===== src/rtl/weight_feeder.sv =====
// weight_feeder: fills per-MAC weight registers from the weight memory (LOAD) and copies
// the lower half of the MAC array into the upper half (LAYER). Option: WEIGHT_FEEDER_PARITY_EN.
module weight_feeder #(
    parameter int N_MACS = 4,
    parameter int DATA_W = 8
) (
    input  logic                       clk,
    input  logic                       rst,
    input  logic [N_MACS-1:0]          weight_ctrl,
    input  logic [2:0]                 load,
    input  logic                       busy,
    input  logic [DATA_W-1:0]          w_data,
    input  logic                       w_valid,
`ifdef WEIGHT_FEEDER_PARITY_EN
    input  logic                       w_par,
`endif
    output logic                       w_ready,
    output logic [N_MACS*DATA_W-1:0]   mac_weight,
    output logic [N_MACS-1:0]          mac_weight_valid,
    output logic                       load_done,
    output logic                       err
);
    localparam int HALF  = N_MACS / 2;
    localparam int CNT_W = $clog2(N_MACS) + 1;
    localparam int IDX_W = (N_MACS > 1) ? $clog2(N_MACS) : 1;
    localparam logic [N_MACS-1:0] ONE_M = {{(N_MACS-1){1'b0}}, 1'b1};

    typedef enum logic [1:0] {
        S_IDLE  = 2'd0,
        S_FILL  = 2'd1,
        S_SHIFT = 2'd2
    } state_t;

    state_t                    state_q, state_d;
    logic [2:0]                prev_load_q, prev_load_d;
    logic [N_MACS-1:0]         rem_q, rem_d;
    logic [CNT_W-1:0]          cnt_q, cnt_d;
    logic [CNT_W-1:0]          total_q, total_d;
    logic [N_MACS*DATA_W-1:0]  weight_q, weight_d;
    logic [N_MACS-1:0]         valid_q, valid_d;
    logic                      w_ready_q, w_ready_d;
    logic                      load_done_q, load_done_d;
    logic                      err_q, err_d;

    logic                      fire_s;
    logic                      is_load_s;
    logic                      is_layer_s;
    logic                      bad_code_s;
    logic                      par_ok_s;
    logic [IDX_W-1:0]          low_idx_s;

    function automatic logic [CNT_W-1:0] popcount(input logic [N_MACS-1:0] m);
        logic [CNT_W-1:0] c;
        c = '0;
        for (int i = 0; i < N_MACS; i++) begin
            c = c + {{(CNT_W-1){1'b0}}, m[i]};
        end
        return c;
    endfunction

`ifdef WEIGHT_FEEDER_PARITY_EN
    function automatic logic even_parity_ok(input logic [DATA_W-1:0] d, input logic p);
        return ~((^d) ^ p);
    endfunction
`endif

    // Command edge detect and parity status of the offered word.
    always_comb begin
        fire_s     = (load != prev_load_q) && (load != 3'b000) && busy;
        is_load_s  = (load == 3'b001);
        is_layer_s = (load == 3'b010);
        bad_code_s = fire_s && !is_load_s && !is_layer_s;
        prev_load_d = load;
`ifdef WEIGHT_FEEDER_PARITY_EN
        par_ok_s = even_parity_ok(w_data, w_par);
`else
        par_ok_s = 1'b1;
`endif
    end

    // Lowest still-unwritten masked MAC: words land in ascending index order.
    always_comb begin
        low_idx_s = '0;
        for (int i = N_MACS - 1; i >= 0; i--) begin
            low_idx_s = rem_q[i] ? IDX_W'(i) : low_idx_s;
        end
    end

    // Next-state and datapath updates.
    always_comb begin
        state_d     = state_q;
        rem_d       = rem_q;
        cnt_d       = cnt_q;
        total_d     = total_q;
        weight_d    = weight_q;
        valid_d     = valid_q;
        w_ready_d   = w_ready_q;
        load_done_d = 1'b0;
        err_d       = 1'b0;
        case (state_q)
            S_IDLE: begin
                w_ready_d = 1'b0;
                if (bad_code_s) begin
                    err_d = 1'b1;
                end else if (fire_s && is_load_s) begin
                    if (weight_ctrl == '0) begin
                        load_done_d = 1'b1;
                    end else begin
                        rem_d     = weight_ctrl;
                        cnt_d     = '0;
                        total_d   = popcount(weight_ctrl);
                        valid_d   = valid_q & ~weight_ctrl;
                        w_ready_d = 1'b1;
                        state_d   = S_FILL;
                    end
                end else if (fire_s && is_layer_s) begin
                    state_d = S_SHIFT;
                end else begin
                    state_d = S_IDLE;
                end
            end
            S_FILL: begin
                if (!busy) begin
                    // Abort: written words keep their valid bits.
                    state_d   = S_IDLE;
                    w_ready_d = 1'b0;
                    err_d     = 1'b1;
                end else begin
                    err_d = fire_s;
                    if (w_valid && w_ready_q) begin
                        if (!par_ok_s) begin
                            err_d = 1'b1;
                        end else begin
                            weight_d[int'(low_idx_s)*DATA_W +: DATA_W] = w_data;
                            valid_d[low_idx_s] = 1'b1;
                            rem_d = rem_q & (rem_q - ONE_M);
                            cnt_d = cnt_q + {{(CNT_W-1){1'b0}}, 1'b1};
                            if ((cnt_q + {{(CNT_W-1){1'b0}}, 1'b1}) == total_q) begin
                                state_d     = S_IDLE;
                                w_ready_d   = 1'b0;
                                load_done_d = 1'b1;
                            end else begin
                                state_d = S_FILL;
                            end
                        end
                    end else begin
                        state_d = S_FILL;
                    end
                end
            end
            S_SHIFT: begin
                err_d = fire_s;
                for (int i = HALF; i < N_MACS; i++) begin
                    weight_d[i*DATA_W +: DATA_W] = weight_ctrl[i] ?
                        weight_q[(i-HALF)*DATA_W +: DATA_W] : weight_q[i*DATA_W +: DATA_W];
                    valid_d[i] = weight_ctrl[i] ? valid_q[i-HALF] : valid_q[i];
                end
                load_done_d = 1'b1;
                state_d     = S_IDLE;
            end
            default: begin
                state_d   = S_IDLE;
                w_ready_d = 1'b0;
            end
        endcase
    end

    // State and output registers.
    always_ff @(posedge clk or posedge rst) begin
        if (rst) begin
            state_q     <= S_IDLE;
            prev_load_q <= 3'b000;
            rem_q       <= '0;
            cnt_q       <= '0;
            total_q     <= '0;
            weight_q    <= '0;
            valid_q     <= '0;
            w_ready_q   <= 1'b0;
            load_done_q <= 1'b0;
            err_q       <= 1'b0;
        end else begin
            state_q     <= state_d;
            prev_load_q <= prev_load_d;
            rem_q       <= rem_d;
            cnt_q       <= cnt_d;
            total_q     <= total_d;
            weight_q    <= weight_d;
            valid_q     <= valid_d;
            w_ready_q   <= w_ready_d;
            load_done_q <= load_done_d;
            err_q       <= err_d;
        end
    end

    assign w_ready          = w_ready_q;
    assign mac_weight       = weight_q;
    assign mac_weight_valid = valid_q;
    assign load_done        = load_done_q;
    assign err              = err_q;
endmodule


===== config.mk =====
export PLATFORM = sky130hd
export DESIGN_NAME = weight_feeder
export DESIGN_NICKNAME = d
export VERILOG_FILES = /design/src/rtl/weight_feeder.sv
export SDC_FILE = /design/constraint.sdc
export NUM_CORES = 1
export LEC_CHECK = 0
export CAP_MARGIN = 20
export CORE_MARGIN = 2
export CORE_UTILIZATION = 34
export DETAILED_ROUTE_END_ITERATION = 12
export PLACE_DENSITY = 0.63
export SETUP_SLACK_MARGIN = 0.4
export SLEW_MARGIN = 5
export SYNTH_ARGS = -nofsm -noshare
export SYNTH_HDL_FRONTEND = slang
export SYNTH_SLANG_ARGS = --single-unit

===== constraint.sdc =====
create_clock -name clk -period 3.3 [get_ports clk]
set_input_delay 0.66 -clock clk [delete_from_list [all_inputs] [get_ports clk]]
set_output_delay 0.66 -clock clk [all_outputs]
set_load 0.01 [all_outputs]

==> results by group, run 1 <==
Outcome
  – Status: completed

Power and ir drop
  – Total chip power: 1.53 mW
  – PD cells: 412 mW/mm²
  – Max VDD drop: 0.000271 V
  – P_leak: 1.53 nW

Floorplanning
  – Die X: 97.4 µm
  – IO Pins: 58
  – Site row count: 34
  – Die area: 0.00948 mm²
  – Core Footprint: 0.00859 mm²
  – Die Span Y: 97.4 µm
  – Initial Util: 34.5%

Cells and area
  – Most common cell after layout, fill and taps aside: clkdlybuf4s50_1
  – Most frequent cells in the layout: clkdlybuf4s50_1, dfrtp_1, nand2_1
  – Number of diodes: 0
  – Fin nets: 367
  – FILL cells: 853
  – Non-filler cells, final: 441
  – Layout Cell Area excl Fill: 0.00371 mm²
  – Fraction of layout instances using a drive strength above 1: 9.31%
  – Syn-to-layout area delta: 25.3%

Global route
  – Pin count of the biggest net entering global routing: 33
  – First-pass GRT wire length: 11.4 mm
  – GRT overflow: 0
  – Antenna violations before repair: 0
  – Vias in the first global route: 2318
  – Total track usage: 14.5%

Worst hold path
  – Worst hold path class: register to register
  – Hold Path End: mac_weight[19]$_DFFE_PP0P_
  – Worst hold start: mac_weight[19]$_DFFE_PP0P_
  – Hold path cells: 2

Clock network
  – Hold-fix buffers, CTS: 0
  – CTS tree: yes
  – Clk pin slew, worst setup/hold paths: 100 ps
  – Clk_lat worst skew: 310 ps
  – CTS resizes: 0
  – Clk Tree Root Cell: clkbuf_8
  – CTS Buf Count: 5
  – Max Root-Sink Buffers: 2
  – Sink Count: 54
  – H-tree levels: 2
  – Setup bufs post-CTS: 0

Synthesis
  – Syn Inst Count: 276
  – Sequential cell area fraction in the yosys report: 45.6%
  – EDFF count, synth: 0
  – Synth Area in Adders: 7.01%
  – Simple-gate share of the synthesized area: 15.1%
  – FF+latch count, synth: 54
  – Mapped Nets: 311
  – Synthesized area: 0.00296 mm²
  – Xor and xnor area share after synthesis: 2.28%
  – Yosys top cell area share: 45.6%
  – Synth warn: 0
  – Synth Flop Type: dfrtp_1
  – Synth async-reset ratio: 100%
  – Mean Syn Cell Area: 10.7 µm²
  – Synth unique cells: 55
  – Post-synth top area cell: dfrtp_1
  – Post-synthesis mux area share: 1.86%
  – Largest family of logic cells by synthesized area: compound AO/OA/AOI/OAI gates
  – Dominant cells by area after synthesis: dfrtp_1, ha_1, a22o_1, o21ai_0, a22oi_1
  – Compound-Gate Fraction of Synth Area: 23.7%

Setup path
  – CP peak stage delay: 720 ps
  – Worst EP arrival: 2750 ps
  – Cells along the critical path: clkdlybuf4s50_1 > nor2_1 > a2111oi_4 > o21ai_2 > nor4b_4 > mux2_1
  – Max FO, Critical Path: 11
  – Crit. End Element: register
  – Required @ worst endpoint: 3500 ps
  – CP Launch Type: primary input
  – WS Path Type: primary input to register
  – CP max-delay cell: clkdlybuf4s50_1
  – Reg2reg start: rem_q[2]$_DFFE_PP0P_
  – FF-to-FF End: mac_weight[24]$_DFFE_PP0P_
  – Reg2Reg Depth: 7
  – R2R Setup Slk: 890 ps

Route
  – Via count: 2339
  – Drt pass-1 iters: 4
  – WL final: 6.91 mm
  – Antenna Nets Post-Route: 0
  – Average routed wire per standard cell: 15.7 µm
  – Vias per cell: 5.30
  – Drt drc: 0
  – Iter 0 DRT Violations: 64

STA
  – Tcrit/Tclk final: 77.2%
  – Highest clock rate: 0.393 GHz
  – Total negative slack: 0 ps
  – Slew @ Worst Pin: 646 ps
  – RSZ-0062 raised after global routing: false
  – Final setup fails: 0
  – Setup WS post-layout: 754 ps
  – Slew headroom: 56.5%
  – Fin Clk Skew: 5.23 ps
  – Endpoints failing hold: 0
  – Minimum clock period: 2550 ps
  – Max Slew Vio Count: 0

Place
  – Routability cong.: 0.777
  – Post-DP HPWL: 5.14 mm
  – Port Buffers: 57
  – DP Area: 0.00362 mm²
  – Dpl ws: 428 ps
  – Placed Cells incl. Taps: 433

Run
  – Max-cap violations: 0
## where the power goes
| group | internal, mW | switching [mW] | total, mW | leakage (nW) |
|---|---|---|---|---|
| clock network | 0.173 | 0.234 | 0.407 | 0.0478 |
| logic | 0.163 | 0.223 | 0.387 | 0.746 |
| registers | 0.701 | 0.0364 | 0.737 | 0.738 |
| total | 1.04 | 0.493 | 1.53 | 1.53 |
## flip-flops by register name, summed over array words and instances, names as in the netlist
register / count
mac_weight: 32
mac_weight_valid: 4
rem_q: 4
cnt_q: 3
prev_load_q: 3
total_q: 3
state_q: 2
err: 1
load_done: 1
w_ready: 1
## cell usage after synthesis, types with 2 or more instances
| cell | count |
|---|---|
| a22oi_1 | 16 |
| inv_1 | 13 |
| nor3b_1 | 3 |
| nor3_1 | 2 |
| nor4_1 | 2 |
| buf_6 | 2 |
| clkbuf_1 | 5 |
| o31ai_1 | 2 |
| ha_1 | 15 |
| nor2_1 | 11 |
| nor4b_4 | 2 |
| a22o_1 | 18 |
| clkbuf_8 | 2 |
| nor2b_1 | 3 |
| o21ai_0 | 31 |
| xnor2_1 | 4 |
| a31oi_1 | 4 |
| a21oi_1 | 6 |
| or3b_2 | 2 |
| a2111oi_4 | 2 |
| a32oi_1 | 2 |
| buf_2 | 3 |
| dfrtp_1 | 54 |
| nand2_1 | 32 |
| nor3_2 | 2 |
| nand2b_1 | 6 |
| a21o_1 | 2 |
| mux2_1 | 3 |
## worst max path at each step
stage,startpoint,end,cells past startpoint
after floorplan,rem_q[2]$_DFFE_PP0P_,mac_weight[25]$_DFFE_PP0P_,10
after global placement,load[2],total_q[1]$_DFFE_PP0P_,6
after detailed placement,load[2],total_q[0]$_DFFE_PP0P_,6
after CTS,load[2],total_q[0]$_DFFE_PP0P_,6
after global routing,load[2],total_q[1]$_DFFE_PP0P_,6
final,load[2],total_q[0]$_DFFE_PP0P_,6
## per-layer routing
layer,up-vias,share of wire [%],track usage (%)
met5,-,0,0
met4,0,0.77,2.67
met3,5,6.0,3.24
met2,76,46,24.4
met1,1139,47,19.3
li1,1119,-,-
## worst max-delay path, delay by kind of cell
kind / cells / cell delay (ps)
AND/OR/NAND/NOR: 2 / 490
multiplexers: 1 / 360
buffers and inverters: 1 / 720
AO/OA/AOI/OAI: 2 / 520
## metrics by stage
| stage | hold slack, ps | utilization (%) |
|---|---|---|
| after floorplan | 454 | - |
| after global placement | 464 | 42.1 |
| after detailed placement | 473 | 42.1 |
| after CTS | 497 | 43.2 |
| after global routing | 518 | 43.2 |
| final | 488 | 43.2 |
## cell families (layout without fill, tap and decap cells)
logic type / after synthesis / after routing
AOI/OAI and AO/OA: 95 / 95
xor gates and xnor gates: 6 / 6
adders and majority gates: 16 / 16
buffers and inverters: 25 / 82
DFF: 54 / 54
muxes: 5 / 5
and+or+nand+nor: 75 / 75
## layout make-up
type                       count  area, µm²  area share [%]
clock inverter                 2       16.3           0.438
multi-input combinational    197       1480            39.8
timing repair buffer          61        601            16.2
inverter                      13       48.8            1.31
tap                          108        135            3.64
clock buffer                   6       82.6            2.22
sequential                    54       1350            36.4
Power figures use the tool's default switching activity.
==> run 2: changes to the inputs <==
PLACE_DENSITY = 0.66   (was 0.63)
clock period = 2.3 ns   (was 3.3 ns; I/O delays follow)
==> run 2 against run 1 <==
Power grew 69%. Routed wire length grew 18%. Sequential power grew 45%. Die area is the same. Count of clock-buffer cells in the layout shrank 1. Combinational power grew 130%. Clock power grew 57%. Final area grew 18%. Register-to-register slack lost 560 ps. Critical path depth grew 2. Clock skew grew 7.1 ps. Via count grew 9.7%.
==> results by group, run 2 (same netlist as run 1, synthesis figures left out) <==
Power and ir drop
  – P_leak: 1.80 nW (+17%)
  – Comb pwr share: 33.9% (+8.6 points)
  – Switching pwr: 0.828 mW (+68%)
  – Total chip power: 2.59 mW (+69%)
  – Clock power frac: 24.6% (-2.0 points)
  – Sw frac: 32.0% (-0.20 points)
  – Sequential share of power: 41.5% (-6.6 points)
  – Internal: 1.76 mW (+70%)
  – PD cells: 592 mW/mm² (+44%)
  – Max VDD drop: 0.000357 V (+32%)

Cells and area
  – Layout Cell Area excl Fill: 0.00437 mm² (+18%)
  – Number of diodes: 0 (unchanged)
  – Syn-to-layout area delta: 47.4%
  – Most frequent cells in the layout: dfrtp_1, clkdlybuf4s50_1, buf_4
  – Fraction of layout instances using a drive strength above 1: 35.2% (+26 points)
  – Max reg flops: 32 (unchanged)
  – Most common cell after layout, fill and taps aside: dfrtp_1
  – Core Util, Final: 50.9% (+7.6 points)
  – Fin nets: 410 (+12%)

Place
  – Post-DP HPWL: 5.35 mm (+4.0%)
  – Routability cong.: 0.814 (+4.8%)
  – Port Buffers: 57 (unchanged)
  – DP Area: 0.00381 mm² (+5.5%)
  – Dpl ws: -238 ps (-666 ps)

STA
  – Highest clock rate: 0.509 GHz
  – Total negative slack: 0 ps (unchanged)
  – Slew @ Worst Pin: 538 ps (-107 ps)
  – Max Slew Vio Count: 0 (unchanged)
  – Setup WS post-layout: 334 ps (-420 ps)
  – Fin Clk Skew: 12.3 ps (+7.09 ps)
  – Endpoints failing hold: 0 (unchanged)
  – RSZ-0062 raised after global routing: true
  – Minimum clock period: 1970 ps
  – Final setup fails: 0 (unchanged)
  – Slew headroom: 64.0% (+7.5 points)
  – Tcrit/Tclk final: 85.5%

Worst hold path
  – Worst hold start: load[2]
  – Worst hold path class: primary input to register

Floorplanning
  – IO Pins: 58 (unchanged)
  – Site row count: 34 (unchanged)
  – Die Span Y: 97.4 µm (unchanged)
  – Core Footprint: 0.00859 mm² (unchanged)
  – Initial Util: 34.5% (unchanged)
  – Die X: 97.4 µm (unchanged)
  – Die area: 0.00948 mm² (unchanged)

Setup path
  – Worst EP arrival: 2170 ps (-580 ps)
  – Reg2reg start: state_q[1]$_DFFE_PP0P_
  – Critical path origin: state_q[1]$_DFFE_PP0P_
  – Crit. End Element: register
  – WS Path Type: register to register
  – Required @ worst endpoint: 2500 ps (-1000 ps)
  – Max FO, Critical Path: 7 (-4)
  – CP Launch Type: register

Run
  – Max-cap violations: 0 (unchanged)

Global route
  – Total track usage: 15.4% (+0.91 points)
  – Met2 usage: 25.6% (+1.2 points)
  – GR Util met1: 20.3% (+0.97 points)
  – GRT overflow: 0 (unchanged)
  – Antenna violations before repair: 0 (unchanged)
  – Vias in the first global route: 2446 (+5.5%)
  – Grt peak-use layer: met2
  – Pin count of the biggest net entering global routing: 55 (+67%)
  – Met3 usage: 3.02% (-0.22 points)
  – First-pass GRT wire length: 11.9 mm (+4.8%)

Route
  – Vias per cell: 5.31 (+0.13%)
  – Average routed wire per standard cell: 16.9 µm (+8.0%)
  – Drt pass-1 iters: 4 (unchanged)
  – Iter 0 DRT Violations: 90 (+41%)
  – Drt drc: 0 (unchanged)
  – WL final: 8.17 mm (+18%)
  – Via count: 2565 (+9.7%)
  – Antenna Nets Post-Route: 0 (unchanged)

Clock network
  – H-tree levels: 2 (unchanged)
  – Clk pin slew, worst setup/hold paths: 90 ps (about the same)
  – Clk Tree Root Cell: clkbuf_8
  – Sink Count: 54 (unchanged)
  – CTS Buf Count: 5 (unchanged)
  – Clk_lat worst skew: 320 ps (about the same)
  – CTS tree: yes
  – Max Root-Sink Buffers: 2 (unchanged)

Outcome
  – Status: completed
-- run 2: repair_timing --
action / in CTS / in global routing
endpoints found under the setup margin: 49 / 46
gates cloned: 0 / 2
buffers inserted: 6 / 14
hold endpoints to repair: 0 / 0
pin swaps: 5 / 32
hold buffers: 0 / 0
resized for setup: 29 / 67
-- run 2: final cells by class --
type | instances | area (µm²)
Fill cell | 794 | 4220
Sequential cell | 54 | 1360
Clock inverter | 2 | 38.8
Inverter | 13 | 53.8
Clock buffer | 5 | 68.8
Timing Repair Buffer | 102 | 927
Multi-Input combinational cell | 199 | 1790
Tap cell | 108 | 135
-- run 2: power by group through the flow --
stage               registers (mW)  clock network, mW  logic (mW)
finish                        1.07              0.638       0.876
global route                  1.08              0.689       0.941
CTS                           1.07              0.657       0.711
detailed placement            1.08                  0       0.605
global placement              1.08                  0       0.593
floorplan                     1.07                  0       0.444
-- run 2: layer usage --
layer | share of wire, % | vias up
met5 | 0 | -
met3 | 4.6 | 11
met4 | 1.6 | 0
met1 | 44 | 1256
li1 | - | 1217
met2 | 50 | 81
-- run 2: metrics by stage --
| stage | cells | hold WS (ps) |
|---|---|---|
| after floorplan | 276 | 454 |
| after global placement | 454 | 463 |
| after detailed placement | 454 | 471 |
| after CTS | 467 | 437 |
| after global routing | 483 | 454 |
| final | 483 | 452 |
-- run 2: path summary, 6_finish.rpt --
kind / end / slack, ps / depth (start not counted)
setup / recovery: rem_q[2]$_DFFE_PP0P_ / 330 / 8
hold / removal: prev_load_q[2]$_DFF_PP0_ / 450 / 1
setup reg to reg: rem_q[2]$_DFFE_PP0P_ / 330 / 8
hold reg to reg: mac_weight[20]$_DFFE_PP0P_ / 490 / 2
max in group asynchronous: prev_load_q[1]$_DFF_PP0_ / 1520 / 3
min in group asynchronous: mac_weight[7]$_DFFE_PP0P_ / 510 / 3
-- run 2: worst max-delay path, stage by stage (launching register included) --
cell and delay (ps):
dfrtp_1 400, inv_2 70, buf_4 140, ha_4 170, and4bb_2 250, a2111oi_4 320, a21oi_4 150, nand2b_4 170
a22o_1 180
